[config.mk]
export PLATFORM = sky130hd
export DESIGN_NAME = rsa_mux_sched
export DESIGN_NICKNAME = d
export VERILOG_FILES = /design/src/rtl/rsa_sched_pkg.sv /design/src/rtl/rsa_skew_line.sv /design/src/rtl/rsa_mux_sched.sv
export SDC_FILE = /design/constraint.sdc
export NUM_CORES = 1
export LEC_CHECK = 0
export CAP_MARGIN = 10
export CORE_AREA = 2 2 76 42
export CTS_CLUSTER_DIAMETER = 150
export CTS_CLUSTER_SIZE = 8
export DETAILED_ROUTE_END_ITERATION = 6
export DIE_AREA = 0 0 78 44
export PLACE_DENSITY = 0.72
export SYNTH_ARGS = -nofsm -noshare
export SYNTH_HDL_FRONTEND = slang
export SYNTH_HIERARCHICAL = 1
export SYNTH_SLANG_ARGS = --single-unit
[constraint.sdc]
create_clock -name clk -period 1.7 [get_ports clk]
set_input_delay 0.425 -clock clk [delete_from_list [all_inputs] [get_ports clk]]
set_output_delay 0.425 -clock clk [all_outputs]
set_load 0.01 [all_outputs]
[src/rtl/rsa_sched_pkg.sv]
// Shared definitions for the RSA edge mux sequencer.
//   sched_state_t  : sequencer state encoding (IDLE, ZERO, FEED, DRAIN)
//   RSA_LANES_DEF  : default number of mux lanes / array rows
//   LEN_W_DEF      : default width of the beat-count field
package rsa_sched_pkg;

    typedef enum logic [1:0] {
        ST_IDLE  = 2'd0,
        ST_ZERO  = 2'd1,
        ST_FEED  = 2'd2,
        ST_DRAIN = 2'd3
    } sched_state_t;

    localparam int RSA_LANES_DEF = 4;
    localparam int LEN_W_DEF     = 8;

endpackage

[src/rtl/rsa_skew_line.sv]
// Diagonal skew line: an LANES-1 stage shift register that carries lane 0's
// {en, sel} pair to lanes 1..LANES-1, one clock of delay per lane.
// Ports:
//   clk      : clock
//   sys_rst  : synchronous active-high reset, clears every stage
//   clr      : synchronous clear (used to flush an aborted transfer)
//   en_in    : lane-0 enable
//   sel_in   : lane-0 select
//   en_out   : enables for lanes 1..LANES-1 (bit i = lane i+1)
//   sel_out  : selects for lanes 1..LANES-1 (bit i = lane i+1)
module rsa_skew_line #(
    parameter int LANES = 4
) (
    input  logic             clk,
    input  logic             sys_rst,
    input  logic             clr,
    input  logic             en_in,
    input  logic             sel_in,
    output logic [LANES-2:0] en_out,
    output logic [LANES-2:0] sel_out
);

    logic en_stage_reg  [LANES-1];
    logic sel_stage_reg [LANES-1];

    genvar gi;
    generate
        for (gi = 0; gi < LANES - 1; gi++) begin : g_stage
            logic en_prev;
            logic sel_prev;

            // Stage 0 takes lane 0 directly; later stages take their neighbour.
            if (gi == 0) begin : g_head
                assign en_prev  = en_in;
                assign sel_prev = sel_in;
            end else begin : g_body
                assign en_prev  = en_stage_reg[gi-1];
                assign sel_prev = sel_stage_reg[gi-1];
            end

            always_ff @(posedge clk) begin
                if (sys_rst || clr) begin
                    en_stage_reg[gi]  <= 1'b0;
                    sel_stage_reg[gi] <= 1'b0;
                end else begin
                    en_stage_reg[gi]  <= en_prev;
                    sel_stage_reg[gi] <= sel_prev;
                end
            end

            assign en_out[gi]  = en_stage_reg[gi];
            assign sel_out[gi] = sel_stage_reg[gi];
        end
    endgenerate

endmodule

[src/rtl/rsa_mux_sched.sv]
// Sequencer for a bank of RSA_LANES registered 2:1 muxes at the systolic
// array edge. One command (source + beat count) per transfer; lane k's
// enable/select is lane 0's delayed k cycles so data enters as a wavefront.
// Optional feature macro: RSA_MUX_SCHED_ABORT_EN adds abort / aborted.
// Ports:
//   clk, sys_rst         : clock, synchronous active-high reset
//   cmd_valid/cmd_ready  : command handshake
//   cmd_src, cmd_len     : source select and beats per lane (0 allowed)
//   mux_en, mux_sel      : per-lane mux enable / select (lane k = bit k)
//   busy                 : transfer in FEED or DRAIN
//   done                 : one-cycle completion pulse
//   abort, aborted       : (macro only) cancel request / one-cycle ack
module rsa_mux_sched
    import rsa_sched_pkg::*;
#(
    parameter int RSA_LANES = RSA_LANES_DEF,
    parameter int LEN_W     = LEN_W_DEF
) (
    input  logic                 clk,
    input  logic                 sys_rst,
    input  logic                 cmd_valid,
    output logic                 cmd_ready,
    input  logic                 cmd_src,
    input  logic [LEN_W-1:0]     cmd_len,
    output logic [RSA_LANES-1:0] mux_en,
    output logic [RSA_LANES-1:0] mux_sel,
    output logic                 busy,
    output logic                 done
`ifdef RSA_MUX_SCHED_ABORT_EN
    ,
    input  logic                 abort,
    output logic                 aborted
`endif
);

    // Holds RSA_LANES-1, which always fits in clog2(RSA_LANES) bits.
    localparam int DRAIN_W = $clog2(RSA_LANES);

    sched_state_t         state_reg;
    logic [LEN_W-1:0]     len_cnt_reg;
    logic [DRAIN_W-1:0]   drain_cnt_reg;
    logic                 en0_reg;
    logic                 sel0_reg;
    logic                 busy_reg;
    logic                 done_reg;
    logic                 ready_reg;
    logic                 abort_hit;
    logic [RSA_LANES-2:0] skew_en;
    logic [RSA_LANES-2:0] skew_sel;

`ifdef RSA_MUX_SCHED_ABORT_EN
    logic aborted_reg;

    // Abort only has an effect while a transfer is actually moving data.
    assign abort_hit = abort && ((state_reg == ST_FEED) || (state_reg == ST_DRAIN));
    assign aborted   = aborted_reg;
`else
    assign abort_hit = 1'b0;
`endif

    // ZERO is the done cycle of an empty command; like the done cycle of a
    // normal transfer it keeps cmd_ready high and may accept the next command.
    always_ff @(posedge clk) begin
        if (sys_rst) begin
            state_reg     <= ST_IDLE;
            len_cnt_reg   <= '0;
            drain_cnt_reg <= '0;
            en0_reg       <= 1'b0;
            sel0_reg      <= 1'b0;
            busy_reg      <= 1'b0;
            done_reg      <= 1'b0;
            ready_reg     <= 1'b1;
`ifdef RSA_MUX_SCHED_ABORT_EN
            aborted_reg   <= 1'b0;
`endif
        end else begin
            done_reg <= 1'b0;
`ifdef RSA_MUX_SCHED_ABORT_EN
            aborted_reg <= 1'b0;
`endif
            case (state_reg)
                ST_IDLE, ST_ZERO: begin
                    if (cmd_valid) begin
                        if (cmd_len == '0) begin
                            state_reg <= ST_ZERO;
                            done_reg  <= 1'b1;
                        end else begin
                            state_reg   <= ST_FEED;
                            len_cnt_reg <= cmd_len;
                            en0_reg     <= 1'b1;
                            sel0_reg    <= cmd_src;
                            busy_reg    <= 1'b1;
                            ready_reg   <= 1'b0;
                        end
                    end else begin
                        state_reg <= ST_IDLE;
                    end
                end

                ST_FEED: begin
                    if (abort_hit) begin
                        state_reg <= ST_IDLE;
                        en0_reg   <= 1'b0;
                        sel0_reg  <= 1'b0;
                        busy_reg  <= 1'b0;
                        ready_reg <= 1'b1;
`ifdef RSA_MUX_SCHED_ABORT_EN
                        aborted_reg <= 1'b1;
`endif
                    end else if (len_cnt_reg == LEN_W'(1)) begin
                        // Last lane-0 beat is on now; the other lanes trail it.
                        state_reg     <= ST_DRAIN;
                        en0_reg       <= 1'b0;
                        sel0_reg      <= 1'b0;
                        drain_cnt_reg <= DRAIN_W'(RSA_LANES - 1);
                    end else begin
                        len_cnt_reg <= len_cnt_reg - LEN_W'(1);
                    end
                end

                ST_DRAIN: begin
                    if (abort_hit) begin
                        state_reg <= ST_IDLE;
                        busy_reg  <= 1'b0;
                        ready_reg <= 1'b1;
`ifdef RSA_MUX_SCHED_ABORT_EN
                        aborted_reg <= 1'b1;
`endif
                    end else if (drain_cnt_reg == DRAIN_W'(1)) begin
                        state_reg <= ST_IDLE;
                        busy_reg  <= 1'b0;
                        ready_reg <= 1'b1;
                        done_reg  <= 1'b1;
                    end else begin
                        drain_cnt_reg <= drain_cnt_reg - DRAIN_W'(1);
                    end
                end

                default: begin
                    state_reg <= ST_IDLE;
                end
            endcase
        end
    end

    rsa_skew_line #(
        .LANES (RSA_LANES)
    ) u_skew (
        .clk     (clk),
        .sys_rst (sys_rst),
        .clr     (abort_hit),
        .en_in   (en0_reg),
        .sel_in  (sel0_reg),
        .en_out  (skew_en),
        .sel_out (skew_sel)
    );

    assign mux_en    = {skew_en, en0_reg};
    assign mux_sel   = {skew_sel, sel0_reg};
    assign busy      = busy_reg;
    assign done      = done_reg;
    assign cmd_ready = ready_reg;

endmodule

# Yosys cells after proc, flatten, opt, wreduce, memory -nomap -nowiden
# Memory sizes are Yosys's and may differ from the RTL's.
# Cells that the tools add are included.
# totals
reg_bits	17
ramBits	6
inputBits	12
word_cells	77
mem_count	2
# mem_list
name	words	width	read_ports	rd_ports_with_merged_regs	write_ports	line_no	text
u_skew.en_stage_reg	3	1	3	0	3	rsa_skew_line.sv:23	logic en_stage_reg [LANES-1];
u_skew.sel_stage_reg	3	1	3	0	3	rsa_skew_line.sv:24	logic sel_stage_reg [LANES-1];
# op_classes
add_sub_neg	2
eq_ne	11
mux	37
bitwise	7
reduce_logical	10
# op_table
cell	count
$mux W8	3
$mux W1	21
$pmux W8 S2	1
$ne A2 B2 Y1 const B	6
$reduce_and A4 Y1	3
$mux W2	5
$pmux W1 S2	5
$eq A8 B1 Y1 const B	1
$logic_not A8 Y1	1
$sub A8 B1 Y8 const B	1
$or A1 B1 Y1	6
$pmux W2 S3	1
$eq A2 B1 Y1 const B	2
$eq A2 B2 Y1 const B	2
$pmux W2 S2	1
$reduce_bool A2 Y1	2
$reduce_and A3 Y1	1
$logic_not A2 Y1	1
$reduce_and A2 Y1	1
$reduce_or A2 Y1	1
$sub A2 B1 Y2 const B	1
$not A1 Y1	1

# Depth between registers and ports, before layout
# Gate-level depths: netlist (run 1).
# logic_depth
depth_word	4
ltp_mapped	6

# By module
# The synthesis (run 1) kept the hierarchy.
# by_module_without_submodules
mod	n_inst	cells_each	area_each_um2	seq_area_each_um2
rsa_mux_sched	1	117	983.4	340.3
rsa_skew_line	1	18	210.2	120.1

# Worst setup path after synthesis (run 1)
# No wires, ideal clock.
# synth_timing
kind	in2reg
from	input cmd_len[2]
to	register len_cnt_reg[0]
setup_time_ps	133
t_arrival_ps	1505
t_required_ps	1567
slack_ps	62
cell_stages	4
path_buffers	0
cell_sequence	or4_4 o21a_1 o211ai_1 a31oi_1
# synth_via
elab_chain_len	3
# synth_rtl
element	line_no	text
start: declaration	rsa_mux_sched.sv:24	input logic [LEN_W-1:0] cmd_len,
$logic_not A8 Y1	rsa_mux_sched.sv:84	if (cmd_len == '0) begin
$ne A2 B2 Y1 (no line)	-	
$reduce_and A4 Y1 (no line)	-	
end signal: assignment	rsa_mux_sched.sv:89	len_cnt_reg <= cmd_len;
end signal: assignment	rsa_mux_sched.sv:117	len_cnt_reg <= len_cnt_reg - LEN_W'(1);
end: declaration	rsa_mux_sched.sv:40	logic [LEN_W-1:0] len_cnt_reg;
# Every way passes these cells.
# A chain may end at the register's enable or synchronous reset.

# Worst setup path after layout (run 1)
# layout_timing
from	input cmd_len[1]
to	register len_cnt_reg[7]
# Same word-level chain as after synthesis.

==> impl_metrics.py, run 1 <==
metrics = {
    "floorplanning": {
        "core_area_um2": 2800,
        "die_x_um": 78,
        "design.portCount": 23,
        "start_util": 0.426,
        "fp.dieArea_um2": 3430,
        "die_h_um": 44,
        "num_rows": 14,
    },
    "timing": {
        "min_period_ns": 1.68,
        "finalCritPeriodShare": 0.987,
        "hold_viol": 0,
        "setup_ws_ns": 0.0225,
        "relSlewSlack": 0.606,
        "setup_viol": 0,
        "fin_worst_skew_ns": 0.00344,
        "whs_ns": 0.464,
        "max_freq_mhz": 596,
        "slew_violations": 0,
        "rsz0062_at_grt": "yes",
        "tightest_slew_ns": 0.585,
    },
    "final_layout": {
        "layout_common_cells": "dfxtp_1 (23), a21oi_1 (17), clkdlybuf4s50_1 (14)",
        "area_growth_pct": 32.3,
        "mostFrequentLayoutCell": "dfxtp_1",
        "antenna_cells": 0,
        "drive_gt1_frac": 0.192,
        "largest_reg_flops": 8,
        "fillers": 251,
        "nNetsFinal": 183,
    },
    "grt": {
        "grt_pass1_vias": 1021,
        "antenna_found_initial": 0,
        "grt_max_degree": 17,
        "grt.total_usage": 0.185,
        "overflow": 0,
        "grt_pass1_wl_um": 4820,
    },
    "run": {
        "maxCapViolations": 0,
    },
    "place": {
        "dp_slack_ns": -0.524,
        "place.gp.congestion": 0.875,
        "dp_hpwl_um": 2210,
        "io_buffer_count": 22,
    },
    "logic_synthesis": {
        "ys.warnings.count": 6,
        "synth-compound-area-share": 0.218,
        "synthArstFlopShare": 0,
        "netlist.area_leader.share": 0.386,
        "synth_area_um2": 1190,
        "ys_ff_latch": 23,
        "synth.avg_cell_area_um2": 8.84,
        "ys_types": 38,
        "synth_top_family_by_area": "simple AND/OR/NAND/NOR gates",
        "yosys-mux-area-fraction": 0.00839,
        "yosysSeqAreaShare": 0.386,
        "yosysTopAreaCell": "dfxtp_1",
        "synthAdderAreaFrac": 0.0314,
        "synthXorXnorAreaFrac": 0,
        "synthSimpleGateAreaFrac": 0.258,
        "postSynthCellCount": 135,
        "synth_edf_count": 0,
        "synth_flop_cell": "dfxtp_1",
        "synth_area_leaders": "dfxtp_1 (39%), a21oi_1 (7.1%), o32ai_1 (5.1%)",
    },
    "clock_network": {
        "ctsHoldBuffers": 0,
        "cts_made_buffers": 3,
        "cts_max_path_buffers": 2,
        "cts_sinks": 23,
        "htreeDepth": 1,
        "cts_tree": "done",
        "clock-root-buffer": "clkbuf_8",
        "clock_latency_ns": 0.26,
        "clk_pin_slew_ns": 0.08,
    },
    "detailed_routing": {
        "firstDrtPassIters": 4,
        "remaining_drc_errors": 0,
        "drt.antenna.violating_nets": 0,
        "dr_total_vias": 1105,
        "vias_per_cell": 5.34,
        "dr.first_iter.drc_count": 82,
        "wire_per_inst_um": 14.6,
        "finalWirelength_um": 3020,
    },
    "critical_path": {
        "r2r_cells": 6,
        "timing_worst_setup_path_type": "in -> reg",
        "reg2reg_setup_slack_ns": 0.09,
        "crit_path_max_fanout": 6,
        "arrival_ns": 1.82,
        "cp.required_ns": 1.84,
        "r2r-end": "len_cnt_reg[7]",
        "reg2reg_from": "len_cnt_reg[1]",
        "crit_path_end_kind": "flop",
        "crit_path_start_kind": "input pin",
    },
    "pwr": {
        "p_sw_uw": 394,
        "p_int_uw": 912,
        "swShare": 0.302,
        "clkPwrFrac": 0.257,
        "pwr-share-comb": 0.276,
        "power_density_nw_per_um2": 827,
        "power.leakage_nw": 0.588,
        "peakVddDrop_v": 0.000401,
        "seqPwrFrac": 0.467,
    },
    "worst_hold_path": {
        "hold_path_startpoint": "busy",
        "hold_class": "reg -> reg",
        "hold_depth": 2,
        "min_to": "busy",
    },
    "status": {
        "status": "finished, final reports clean",
    },
}
-- layer usage --
metal	global-route usage	vias to the layer above	share of wire
li1	-	545	-
met1	0.255	513	0.45
met2	0.293	43	0.46
met3	0.0521	4	0.083
met4	0.0421	0	0.0073
met5	0	-	0
-- synthesized netlist by cell type (all sizes together), types with 2 or more instances --
cell type  instances
nor4               2
nand3              5
a31oi              3
a211oi             2
nor2               9
a21o               3
nand2              6
ha                 3
dfxtp             23
nor3               2
nand2b             8
inv                6
nor2b              2
buf               11
nor3b              8
o32ai              7
clkbuf             3
a21oi             17
or4                2
-- worst max path at each step --
stage                   start  depth (start not counted)        endpoint
2_1_floorplan      cmd_len[2]                          4  len_cnt_reg[0]
3_3_place_gp       cmd_len[2]                          5  len_cnt_reg[0]
3_5_place_dp       cmd_len[2]                          5  len_cnt_reg[7]
4_1_cts            cmd_len[1]                          5  len_cnt_reg[7]
5_1_grt        len_cnt_reg[1]                          6  len_cnt_reg[3]
6_report           cmd_len[1]                          5  len_cnt_reg[7]
-- worst max-delay path: stages --
cell           delay, ns
dlygate4sd2_1       0.25
or4_4               0.54
o21a_4              0.25
nor2_4              0.24
o32ai_2             0.12
-- stage by stage --
step / cell area (µm²) / std cells / setup TNS (ns) / util / power, mW
after floorplan: 1210 / 140 / 0 / - / 0.827
after global placement: 1490 / 201 / -5.53 / 0.531 / 0.944
after detailed placement: 1490 / 201 / -6.20 / 0.531 / 0.953
after CTS: 1560 / 207 / 0 / 0.555 / 1.30
after global routing: 1580 / 207 / -0.00465 / 0.563 / 1.37
final: 1580 / 207 / 0 / 0.563 / 1.31
-- area by class of cell --
cell class,instances,area (µm²),area share
tap,40,50.0,0.0317
sequential,23,460,0.292
timing repair buffer,36,315,0.200
inverter,6,22.5,0.0143
multi-input combinational,98,686,0.434
clock buffer,4,45.0,0.0285
-- power groups by stage --
stage | logic [mW] | registers, mW | clock network, mW
detailed placement | 0.331 | 0.622 | 0
CTS | 0.340 | 0.609 | 0.347
global route | 0.394 | 0.614 | 0.366
floorplan | 0.207 | 0.620 | 0
finish | 0.361 | 0.610 | 0.335
global placement | 0.323 | 0.621 | 0
-- timing repair --
action,CTS,global route
gates cloned,1,0
setup endpoints to repair,13,7
setup buffers,1,0
pin swaps,8,8
resized for setup,11,12
hold endpoints to repair,0,0
-- cells by family (layout without fill, tap and decap cells) --
family,count (synthesis),in the layout
other,1,6
DFF,23,23
and+or+nand+nor,49,49
buffers and inverters,20,46
adders and majority gates,3,3
muxes,1,1
AOI/OAI and AO/OA,38,39
No activity file was read; power rests on OpenSTA's default activity.
==> run 2: changes to the inputs <==
--- a/constraint.sdc
+++ b/constraint.sdc
@@ -3,2 +3,2 @@
 set_output_delay 0.425 -clock clk [all_outputs]
-set_load 0.01 [all_outputs]
+set_load 0.005 [all_outputs]
==> results of run 2 <==
Same layout as run 1 (identical final DEF). Status: finished, final reports clean.
Among the figures that moved: total power 1.31 mW -> 1.30 mW; worst IR drop on VDD 0.000401 V -> 0.000397 V
==> run 3: changes to the inputs <==
- CELL_PAD_IN_SITES_DETAIL_PLACEMENT: default -> 1
- CELL_PAD_IN_SITES_GLOBAL_PLACEMENT: default -> 2
- CORE_AREA: 2 2 76 42 -> 2 2 98 53
- DIE_AREA: 0 0 78 44 -> 0 0 100 55
- PLACE_DENSITY: 0.72 -> default
- PLACE_DENSITY_LB_ADDON: default -> 0.1
==> run 3 against run 2 <==
Against the previous run: sequential share of layout area fell by 1.4 points; sequential cell count did not move; register-to-register slack barely moved; design area rose by 4.9%; fmax rose by 2.6%; critical path depth did not move; global-route usage fell by 4.6 points; critical path type unchanged; critical endpoint is now len_cnt_reg[4]; largest cell class unchanged; largest power group unchanged.
==> impl_metrics.py, run 3 (same netlist as run 1, synthesis figures left out) <==
metrics = {
    "final_layout": {
        "multi_input_area_um2": 702,
        "ff_latch_area_um2": 460,
        "fillers": 555,
        "layout_common_cells": "dfxtp_1 (23), buf_4 (18), a21oi_1 (17)",
        "antenna_cells": 0,
        "final_area_um2": 1660,
        "drive_gt1_frac": 0.251,
        "nNetsFinal": 187,
        "area_growth_pct": 38.8,
        "largest_reg_flops": 8,
        "post-route-util": 0.354,
        "mostFrequentLayoutCell": "dfxtp_1",
    },
    "timing": {
        "setup_viol": 0,
        "min_period_ns": 1.63,
        "finalCritPeriodShare": 0.962,
        "slew_violations": 0,
        "max_freq_mhz": 612,
        "rsz0062_at_grt": "no",
        "hold_viol": 0,
        "fin_worst_skew_ns": 0.00390,
        "tns_ns": 0,
        "whs_ns": 0.463,
    },
    "detailed_routing": {
        "remaining_drc_errors": 0,
        "highest_layer": "met4",
        "vias_per_cell": 4.65,
        "finalWirelength_um": 3480,
        "firstDrtPassIters": 4,
        "wire_per_inst_um": 15.1,
        "drt.antenna.violating_nets": 0,
        "met2_length_um": 1400,
        "wl_met3_um": 144,
        "dr_total_vias": 1074,
        "drt-met1-wl_um": 1910,
        "dr.first_iter.drc_count": 17,
    },
    "floorplanning": {
        "die_x_um": 100,
        "core_area_um2": 4680,
        "design.portCount": 23,
        "die_h_um": 55,
        "num_rows": 18,
        "fp.dieArea_um2": 5500,
        "start_util": 0.255,
    },
    "grt": {
        "grt_max_degree": 31,
        "grt_pass1_vias": 1122,
        "grt.total_usage": 0.139,
        "antenna_found_initial": 0,
        "grt_pass1_wl_um": 5760,
        "overflow": 0,
    },
    "worst_hold_path": {
        "min_to": "busy",
        "hold_class": "reg -> reg",
        "hold_path_startpoint": "busy",
        "hold_depth": 2,
    },
    "clock_network": {
        "ctsHoldBuffers": 0,
        "cts_sinks": 23,
        "cts_made_buffers": 3,
        "clk_pin_slew_ns": 0.09,
        "htreeDepth": 1,
        "clock_latency_ns": 0.27,
        "cts_tree": "done",
        "clock-root-buffer": "clkbuf_8",
        "cts_max_path_buffers": 2,
    },
    "place": {
        "dp_hpwl_um": 2530,
        "io_buffer_count": 22,
        "place.gp.congestion": 0.850,
        "place_area_um2": 1560,
    },
    "pwr": {
        "clkPwrFrac": 0.269,
        "p_total_mw": 1.37,
        "pwr-share-comb": 0.280,
        "peakVddDrop_v": 0.000264,
        "p_sw_uw": 434,
        "seqPwrFrac": 0.451,
        "power_density_nw_per_um2": 824,
        "p_int_uw": 931,
        "swShare": 0.318,
        "power.leakage_nw": 0.619,
    },
    "critical_path": {
        "crit_path_end_kind": "flop",
        "reg2reg_from": "len_cnt_reg[1]",
        "r2r_cells": 7,
        "cpPeakStageDelay_ns": 0.47,
        "crit_path_top_delay_cell": "or4_4",
        "arrival_ns": 1.79,
        "crit_path_start_kind": "input pin",
        "crit_path_max_fanout": 6,
        "path_cells": "dlygate4sd2_1 -> or4_4 -> o21a_4 -> nor2_4 -> o32ai_2",
        "cp.required_ns": 1.86,
        "timing_worst_setup_path_type": "in -> reg",
        "r2r-end": "len_cnt_reg[7]",
        "reg2reg_setup_slack_ns": 0.09,
    },
    "status": {
        "status": "finished, final reports clean",
    },
    "run": {
        "maxCapViolations": 0,
    },
}
-- run 3: what timing repair did --
| action | in CTS | in global routing |
|---|---|---|
| setup buffers | 2 | 0 |
| cloned | 0 | 0 |
| endpoints found under the setup margin | 13 | 10 |
| resized for setup | 17 | 12 |
| pin swaps | 9 | 5 |
-- run 3: per-layer routing --
metal,GRT usage,vias up
li1,-,550
met1,0.202,502
met2,0.209,20
met3,0.0327,2
met4,0.0342,0
met5,0,-
-- run 3: how the worst max path moves through the flow --
stage | startpoint | endpoint | depth (start not counted)
6_report | cmd_len[1] | len_cnt_reg[4] | 5
5_1_grt | len_cnt_reg[1] | len_cnt_reg[7] | 7
4_1_cts | cmd_len[5] | len_cnt_reg[5] | 5
3_5_place_dp | cmd_len[2] | len_cnt_reg[5] | 5
3_3_place_gp | cmd_len[3] | len_cnt_reg[7] | 5
2_1_floorplan | cmd_len[2] | len_cnt_reg[0] | 4
-- run 3: layout make-up --
class,count,area share
sequential,23,0.278
clock buffer,3,0.0249
clock inverter,1,0.00453
inverter,6,0.0136
timing repair buffer,41,0.210
tap,60,0.0453
multi-input combinational,97,0.424
-- run 3: stage by stage --
step                      setup WS (ns)  instances
after detailed placement         -0.524        225
after global placement           -0.497        225
final                            0.0651        231
after floorplan                  0.0621        140
after CTS                        0.0293        231
after global routing            0.00472        231
-- run 3: worst max-delay path, delay by kind of cell --
kind            cells  cell delay (ns)
buf+inv             1             0.27
simple gates        2             0.72
compound gates      2             0.37
-- run 3: power groups by stage --
stage / sequential, mW / combinational (mW) / clock, mW
finish: 0.615 / 0.383 / 0.367
global placement: 0.625 / 0.349 / 0
floorplan: 0.618 / 0.205 / 0
CTS: 0.614 / 0.380 / 0.386
detailed placement: 0.626 / 0.349 / 0
global route: 0.622 / 0.422 / 0.412
